## config.mk

```make
export PLATFORM = sky130hd
export DESIGN_NAME = object_ram_arbiter
export DESIGN_NICKNAME = d
export VERILOG_FILES = /design/src/rtl/object_ram_pkg.sv /design/src/rtl/object_ram_arbiter.sv
export SDC_FILE = /design/constraint.sdc
export NUM_CORES = 1
export LEC_CHECK = 0
export ABC_AREA = 1
export CORE_MARGIN = 10
export CORE_UTILIZATION = 55
export DETAILED_ROUTE_END_ITERATION = 10
export DONT_BUFFER_PORTS = 1
export PLACE_DENSITY = 0.75
export SLEW_MARGIN = 20
export SYNTH_ARGS = -nofsm -noshare
export SYNTH_HDL_FRONTEND = slang
export SYNTH_SLANG_ARGS = --single-unit
```

## constraint.sdc

```tcl
create_clock -name clock -period 3.4 [get_ports clock]
set_input_delay 0.17 -clock clock [delete_from_list [all_inputs] [get_ports clock]]
set_output_delay 0.17 -clock clock [all_outputs]
set_load 0.1 [all_outputs]
```

## src/rtl/object_ram_pkg.sv

```systemverilog
// Shared types for the object RAM arbiter: FSM states, requester indices, object word layout,
// and the round-robin pick function.
package object_ram_pkg;

    localparam int OBJ_ADDR_W = 4;
    localparam int OBJ_DATA_W = 32;
    localparam int NUM_REQ    = 3;

    typedef logic [1:0] req_idx_t;

    localparam req_idx_t REQ_ROPE1  = 2'd0;
    localparam req_idx_t REQ_ROPE2  = 2'd1;
    localparam req_idx_t REQ_DRAW   = 2'd2;
    localparam req_idx_t OWNER_NONE = 2'd3;

    typedef enum logic [1:0] {
        S_IDLE  = 2'd0,
        S_ISSUE = 2'd1,
        S_WAIT  = 2'd2,
        S_ACK   = 2'd3
    } arb_state_t;

    // Object word layout
    localparam int OBJ_X_HI        = 31;
    localparam int OBJ_X_LO        = 23;
    localparam int OBJ_Y_HI        = 18;
    localparam int OBJ_Y_LO        = 11;
    localparam int OBJ_TYPE_HI     = 3;
    localparam int OBJ_TYPE_LO     = 2;
    localparam int OBJ_VISIBLE_BIT = 1;
    localparam int OBJ_MOVING_BIT  = 0;

    function automatic req_idx_t rr_next(input req_idx_t idx);
        return (idx == REQ_DRAW) ? REQ_ROPE1 : idx + 2'd1;
    endfunction

    // First requesting index, searching ptr, ptr+1, ptr+2 (mod 3); OWNER_NONE if none.
    function automatic req_idx_t rr_pick(input logic [NUM_REQ-1:0] req, input req_idx_t ptr);
        req_idx_t idx;
        req_idx_t pick;
        idx  = ptr;
        pick = OWNER_NONE;
        for (int n = 0; n < NUM_REQ; n++) begin
            if (pick == OWNER_NONE && req[idx]) pick = idx;
            idx = rr_next(idx);
        end
        return pick;
    endfunction

endpackage

```

## src/rtl/object_ram_arbiter.sv

```systemverilog
// Round-robin arbiter giving three requesters one-at-a-time access to the object RAM.
// Ack arrives 2+RD_LAT cycles after req is seen in idle; requests are ignored while a transaction is in flight.
module object_ram_arbiter
    import object_ram_pkg::*;
#(
    parameter int unsigned RD_LAT = 1
) (
    input  logic                  clock,
    input  logic                  resetn,
    input  logic [NUM_REQ-1:0]    req,
    input  logic [NUM_REQ-1:0]    wr,
    input  logic [OBJ_ADDR_W-1:0] addr0,
    input  logic [OBJ_ADDR_W-1:0] addr1,
    input  logic [OBJ_ADDR_W-1:0] addr2,
    input  logic [OBJ_DATA_W-1:0] wdata0,
    input  logic [OBJ_DATA_W-1:0] wdata1,
    input  logic [OBJ_DATA_W-1:0] wdata2,
    output logic [NUM_REQ-1:0]    ack,
    output logic [OBJ_DATA_W-1:0] rdata,
    output logic [OBJ_ADDR_W-1:0] ram_address,
    output logic [OBJ_DATA_W-1:0] ram_data,
    output logic                  ram_wren,
    input  logic [OBJ_DATA_W-1:0] ram_q,
    output logic                  busy,
    output logic [1:0]            owner
);

    localparam logic [1:0] WAIT_LAST = 2'(RD_LAT - 1);

    arb_state_t            state_q;
    req_idx_t              rr_ptr_q;
    req_idx_t              owner_q;
    logic [1:0]            wait_cnt_q;
    logic                  op_wr_q;
    logic                  busy_q;
    logic [NUM_REQ-1:0]    ack_q;
    logic [OBJ_DATA_W-1:0] rdata_q;
    logic [OBJ_ADDR_W-1:0] ram_address_q;
    logic [OBJ_DATA_W-1:0] ram_data_q;
    logic                  ram_wren_q;

    req_idx_t              winner_d;
    logic [OBJ_ADDR_W-1:0] sel_addr_d;
    logic [OBJ_DATA_W-1:0] sel_wdata_d;
    logic                  sel_wr_d;

    always_comb begin
        winner_d    = rr_pick(req, rr_ptr_q);
        sel_addr_d  = '0;
        sel_wdata_d = '0;
        sel_wr_d    = 1'b0;
        case (winner_d)
            REQ_ROPE1: begin sel_addr_d = addr0; sel_wdata_d = wdata0; sel_wr_d = wr[0]; end
            REQ_ROPE2: begin sel_addr_d = addr1; sel_wdata_d = wdata1; sel_wr_d = wr[1]; end
            REQ_DRAW:  begin sel_addr_d = addr2; sel_wdata_d = wdata2; sel_wr_d = wr[2]; end
            default:   ;
        endcase
    end

    always_ff @(posedge clock) begin
        if (!resetn) begin
            state_q       <= S_IDLE;
            rr_ptr_q      <= REQ_ROPE1;
            owner_q       <= OWNER_NONE;
            wait_cnt_q    <= '0;
            op_wr_q       <= 1'b0;
            busy_q        <= 1'b0;
            ack_q         <= '0;
            rdata_q       <= '0;
            ram_address_q <= '0;
            ram_data_q    <= '0;
            ram_wren_q    <= 1'b0;
        end else begin
            // Write strobe and ack are single-cycle pulses unless re-armed below.
            ack_q      <= '0;
            ram_wren_q <= 1'b0;
            case (state_q)
                S_IDLE: begin
                    if (|req) begin
                        state_q       <= S_ISSUE;
                        owner_q       <= winner_d;
                        ram_address_q <= sel_addr_d;
                        ram_data_q    <= sel_wdata_d;
                        ram_wren_q    <= sel_wr_d;
                        op_wr_q       <= sel_wr_d;
                        busy_q        <= 1'b1;
                    end
                end
                S_ISSUE: begin
                    state_q    <= S_WAIT;
                    wait_cnt_q <= '0;
                end
                S_WAIT: begin
                    if (wait_cnt_q == WAIT_LAST) begin
                        if (!op_wr_q) rdata_q <= ram_q;
                        ack_q      <= 3'b001 << owner_q;
                        wait_cnt_q <= '0;
                        state_q    <= S_ACK;
                    end else begin
                        wait_cnt_q <= wait_cnt_q + 2'd1;
                    end
                end
                S_ACK: begin
                    rr_ptr_q <= rr_next(owner_q);
                    owner_q  <= OWNER_NONE;
                    busy_q   <= 1'b0;
                    state_q  <= S_IDLE;
                end
                default: begin
                    owner_q <= OWNER_NONE;
                    busy_q  <= 1'b0;
                    state_q <= S_IDLE;
                end
            endcase
        end
    end

    assign ack         = ack_q;
    assign rdata       = rdata_q;
    assign ram_address = ram_address_q;
    assign ram_data    = ram_data_q;
    assign ram_wren    = ram_wren_q;
    assign busy        = busy_q;
    assign owner       = owner_q;

endmodule
```

# Yosys cells after proc, flatten, opt, wreduce, memory -nomap -nowiden
# Cells that the tools add are included.
# W data, S select, Z words.
dict set report op_classes {
  mux 24
  eq_ne 12
  n_reduce_logical 14
  n_shift 1
  order_cmp 3
  n_bitwise 1
  n_div 0
  n_addsub 4
  mul 0
}
# op n
set ops {}
lappend ops {{$pmux W32 S3} 1}
lappend ops {{$mux W2} 10}
lappend ops {{$eq A2 B2 Y1 const B} 8}
lappend ops {{$pmux W4 S3} 1}
lappend ops {{$lt A2 B3 Y1 const B} 3}
lappend ops {{$reduce_and A3 Y1} 3}
lappend ops {{$add A2 B1 Y2 const B} 4}
lappend ops {{$pmux W2 S2} 2}
lappend ops {{$pmux W2 S4} 1}
lappend ops {{$bmux W1 S2} 3}
lappend ops {{$logic_not A2 Y1} 3}
lappend ops {{$reduce_and A2 Y1} 3}
lappend ops {{$eq A2 B1 Y1 const B} 2}
lappend ops {{$mux W1} 4}
lappend ops {{$ne A2 B2 Y1 const B} 2}
lappend ops {{$reduce_bool A2 Y1} 2}
lappend ops {{$pmux W1 S3} 1}
lappend ops {{$reduce_or A3 Y1} 1}
lappend ops {{$shl A1 B2 Y3 const A} 1}
lappend ops {{$logic_and A1 B1 Y1} 2}
lappend ops {{$pmux W1 S2} 1}
lappend ops {{$not A1 Y1} 1}
dict set report totals {
  mem_bits_rw 0
  wordCells 70
  mem_bits_ro 0
  mem_count 0
  input_bits 148
  latch_bits 0
  register_bits 82
}

# Depth between registers and ports, before layout
dict set report logic_depth {
  word_depth 11
  ltp_mapped 14
  mapped_depth_nobuf 13
}

# Worst setup path before layout
# Ideal clock, no wire load.
dict set report synth_timing {
  kind {reg2reg}
  startpoint {register rr_ptr_q[1]}
  endpoint {register ram_data_q[15], in the netlist ram_data[15]}
  path_buffers 1
  setup_slack_ns 1.659
  t_arrival_ns 1.679
  period_less_slack_ns 1.741
  stages_incl_launch_ff 13
  path_cell_list {dfxtp_1 > nor2_1 > nand2_1 > nand3_1 > o211ai_1 > o21bai_4 > inv_2 > nor2_4 > buf_2 > nand2_1 > nand3_1 > nand2_1 > nand2_1}
}
dict set report synth_between {
  elab_chain_len 11
}
# element line
set synth_rtl {}
lappend synth_rtl {{start, declared} object_ram_arbiter.sv:31} ;# req_idx_t rr_ptr_q;
lappend synth_rtl {{start signal, assigned} object_ram_arbiter.sv:104} ;# rr_ptr_q <= rr_next(owner_q);
lappend synth_rtl {{branches (longest 8 deep; another with $add A2 B1 Y2)} --}
lappend synth_rtl {{$mux W2 *} object_ram_pkg.sv:44} ;# if (pick == OWNER_NONE && req[idx]) pick = idx;
lappend synth_rtl {{$eq A2 B2 Y1, or another cell as far along} object_ram_arbiter.sv:52} ;# case (winner_d)
lappend synth_rtl {{$pmux W32 S3 *} object_ram_arbiter.sv:52}
lappend synth_rtl {{end signal, assigned} object_ram_arbiter.sv:83} ;# ram_data_q <= sel_wdata_d;
lappend synth_rtl {{end, declared} object_ram_arbiter.sv:39} ;# logic [OBJ_DATA_W-1:0] ram_data_q;
# Mark *: on every way between the ends. The select of a mux whose other input is x is not followed.
# A chain may end at the register's enable or synchronous reset.

# Worst setup path in the final report
dict set report layout_timing {
  startpoint {register rr_ptr_q[0]}
  endpoint {register ram_data_q[3], in the netlist ram_data[3]}
}
# The elaborated chain is that of the path after synthesis.

==> impl_results.md <==
- Hold path start: ram_q[4]
- Initial Util: 0.578
- EDFF count, synth: 0
- Status: finished clean
- Number of distinct library cells after synthesis: 24
- FF-to-FF path depth: 12
- Main synth FF type: dfxtp_1
- Slew @ Worst Pin: 1130 ps
- Count leader, synth: nand2_1
- Ys async rst share: 0
- H-Tree Depth: 3
- Top post-synthesis cells by count: 224 x nand2_1, 82 x dfxtp_1, 74 x nor2_1
- Power share of the clock group: 0.125
- IO Count: 223
- Post-layout util: 0.659
- Post-DP HPWL: 9.23 mm
- Metal2 WL: 6.43 mm
- Top routing layer in use: met4
- Yosys warns: 0
- Worst hold margin: 9.58 ps
- Final WL: 13.0 mm
- Fin crit period: 2540 ps
- Die area: 0.0105 mm2
- Remaining antenna violation count after routing: 0
- Hold path depth: 2
- CP endpoint kind: flip-flop
- Clk Latency, worst-skew pair: 340 ps
- Clock Tree Buf Depth: 2
- Post-CTS Setup Repair Bufs: 0
- Post-CTS sizing: 0
- Worst R2R Start: rr_ptr_q[0]
- Flop pwr share: 0.642
- Worst Path Class, Setup: flip-flop to flip-flop
- Largest net degree at the start of global routing: 46
- Worst slew margin: 0.246
- Internal: 2.04 mW
- Core ar.: 0.00646 mm2
- Avg Cell Area, Syn: 6.62 um2
- Combinational power share: 0.233
- Std cell rows: 29
- First DRT Iteration DRCs: 205
- CTS Sinks: 82
- DR WL met3: 1.81 mm
- Yosys reg bits: 82
- Setup Skew: 19.7 ps
- Layout Nets: 738
- Root Driver: clkbuf_8
- Post-synthesis net count: 717
- Ranking of synthesized cells by area: dfxtp_1 44%, nand2_1 23%, nand3_1 8.2%, nor2_1 7.4%, o21ai_0 4.8%
- Share of post-route cells with drive strength above 1: 0.0492
- Sequential area share after synthesis: 0.440
- Max Transition Viols Final: 0
- Global-route wire length before repair: 19.5 mm
- Post-route clock period utilization: 0.747
- Mapped Area: 0.00373 mm2
- Setup-failing EPs final: 0
- Flop2flop setup slack: 860 ps
- IO buf count: 0
- Cell count after synthesis: 564
- Switching share of power: 0.634
- M1 WL: 4.61 mm
- Vias: 3,810
- Total GRT Usage: 0.235
- Via-per-instance ratio: 5.71
- Wirelength per Cell: 19.4 um
- Number of global-route vias before repair: 3,769
- GPL Wtd Cong: 0.818
- Worst EP arrival: 2830 ps
- Max Freq: 394 MHz
- Residual DRC: 0
- Pre-CTS setup slack: 973 ps
- Post-Route Setup TNS: 0 ps
- Yosys top cell by area: dfxtp_1
- Max-cap check violation count: 0
- Die W: 102 um
- Worst min-delay path class: input pin to flip-flop
- Worst ir drop on vdd: 0.778 mV
- Crit Path Max Fanout: 34
- DR pass1 iterations: 5
- Hold Path End: rdata[4]
- TritonCTS clock tree: yes
- Reg-to-Reg End: ram_data[3]
- TritonCTS Buffers: 9
- Clock transition at path regs: 90 ps
- Pleak: 2.02 nW
- Power Dens Cells: 1310 mW/mm2
- P_sw: 3.53 mW
- RSZ-0062 raised after global routing: no
- ANT cells: 0
- Die H: 102 um
- Startpoint Class: flip-flop
- Top-area cell type share of the netlist area: 0.440
- Layout area overhead: 14.2%
- Design Power: 5.57 mW
- Slack of the critical path: 862 ps
- Critical path data required time: 3690 ps
- Initial antenna violation count: 0
- Total grt overflow: 0
- Hold Vio Cnt, Final: 0
how the worst max path moves through the flow:
stage	start	cells after the start	slack, ps	to
after global placement	rr_ptr_q[0]	11	1080	ram_data[3]
after floorplan	rr_ptr_q[1]	12	1660	ram_data[15]
after CTS	rr_ptr_q[0]	12	920	ram_data[3]
final	rr_ptr_q[0]	12	860	ram_data[3]
after global routing	rr_ptr_q[0]	12	640	ram_data[22]
after detailed placement	rr_ptr_q[1]	12	970	ram_data[3]
timing repair:
action	CTS	global route
hold endpoints to repair	45	0
hold buffers	32	0
setup endpoints to repair	0	0
cells by family after synthesis:
family          Yosys count  synth area share
fa+ha+maj                 5            0.0168
buf+inv                  53            0.0607
simple gates            371             0.405
flops                    82             0.440
compound gates           53            0.0778
critical path, stage by stage (launching register included):
cell and delay [ps]:
dfxtp_1 470, nor2_1 110, nand2_1 120, nand2_1 100
inv_2 70, o211ai_1 160, o21bai_4 290, inv_2 120
nor2_4 600, nand2_1 200, nand3_1 140, nand2_1 50
nand2_1 50
stage by stage:
step           area, um2  cells
5_1_grt             4260    667
3_3_place_gp        3730    619
2_1_floorplan       3730    564
3_5_place_dp        3730    619
4_1_cts             4260    667
6_report            4260    667
sequential cells by signal, summed over array words and instances, names as in the netlist, 2 cells and up:
name and count:
wait_cnt_q 2, state_q 2, rdata 32, ram_address 4, owner 2, ram_data 32, rr_ptr_q 2, ack 3
power groups by stage:
| stage | clock network [mW] | logic [mW] | registers (mW) |
|---|---|---|---|
| final | 0.697 | 1.30 | 3.58 |
| after global routing | 0.756 | 1.50 | 3.61 |
| after CTS | 0.715 | 1.28 | 3.58 |
| after detailed placement | 0 | 1.25 | 3.59 |
| after global placement | 0 | 1.19 | 3.59 |
| after floorplan | 0 | 1.04 | 3.48 |
metal layers:
metal | vias to the layer above | GRT usage
met4 | 0 | 0.0694
met2 | 235 | 0.416
met1 | 1732 | 0.243
li1 | 1830 | -
met3 | 13 | 0.109
met5 | - | 0
final cells by class:
class / instances / area (um2)
fillers: 560 / 2200
multi-input cells: 429 / 1860
flip-flops and latches: 82 / 1640
repair buffers: 36 / 360
clock buffers: 12 / 145
inverters: 27 / 101
well taps: 77 / 96.3
clock inverters: 4 / 51.3
cells in the final DEF, fill, tap and decap left out:
cell           count
nor2_2             1
inv_1             22
nor2_4             3
buf_4              4
nor2_1            74
o21ai_0           36
inv_2              4
ha_1               5
clkinv_2           1
clkinv_4           1
nand2_2            1
nand4_1            4
clkbuf_8          10
dlygate4sd3_1     31
a211oi_1           1
nand3_1           61
o21ai_1            1
dfxtp_1           82
o211ai_1           1
nor3_1             3
o21bai_4           1
clkinv_1           1
clkinvlp_4         1
nand2_1          224
bufinv_16          1
a21oi_1           10
a221oi_1           1
buf_12             1
clkbuf_1           2
o22ai_1            2
Note: power is estimated with default switching activity, not from simulation.
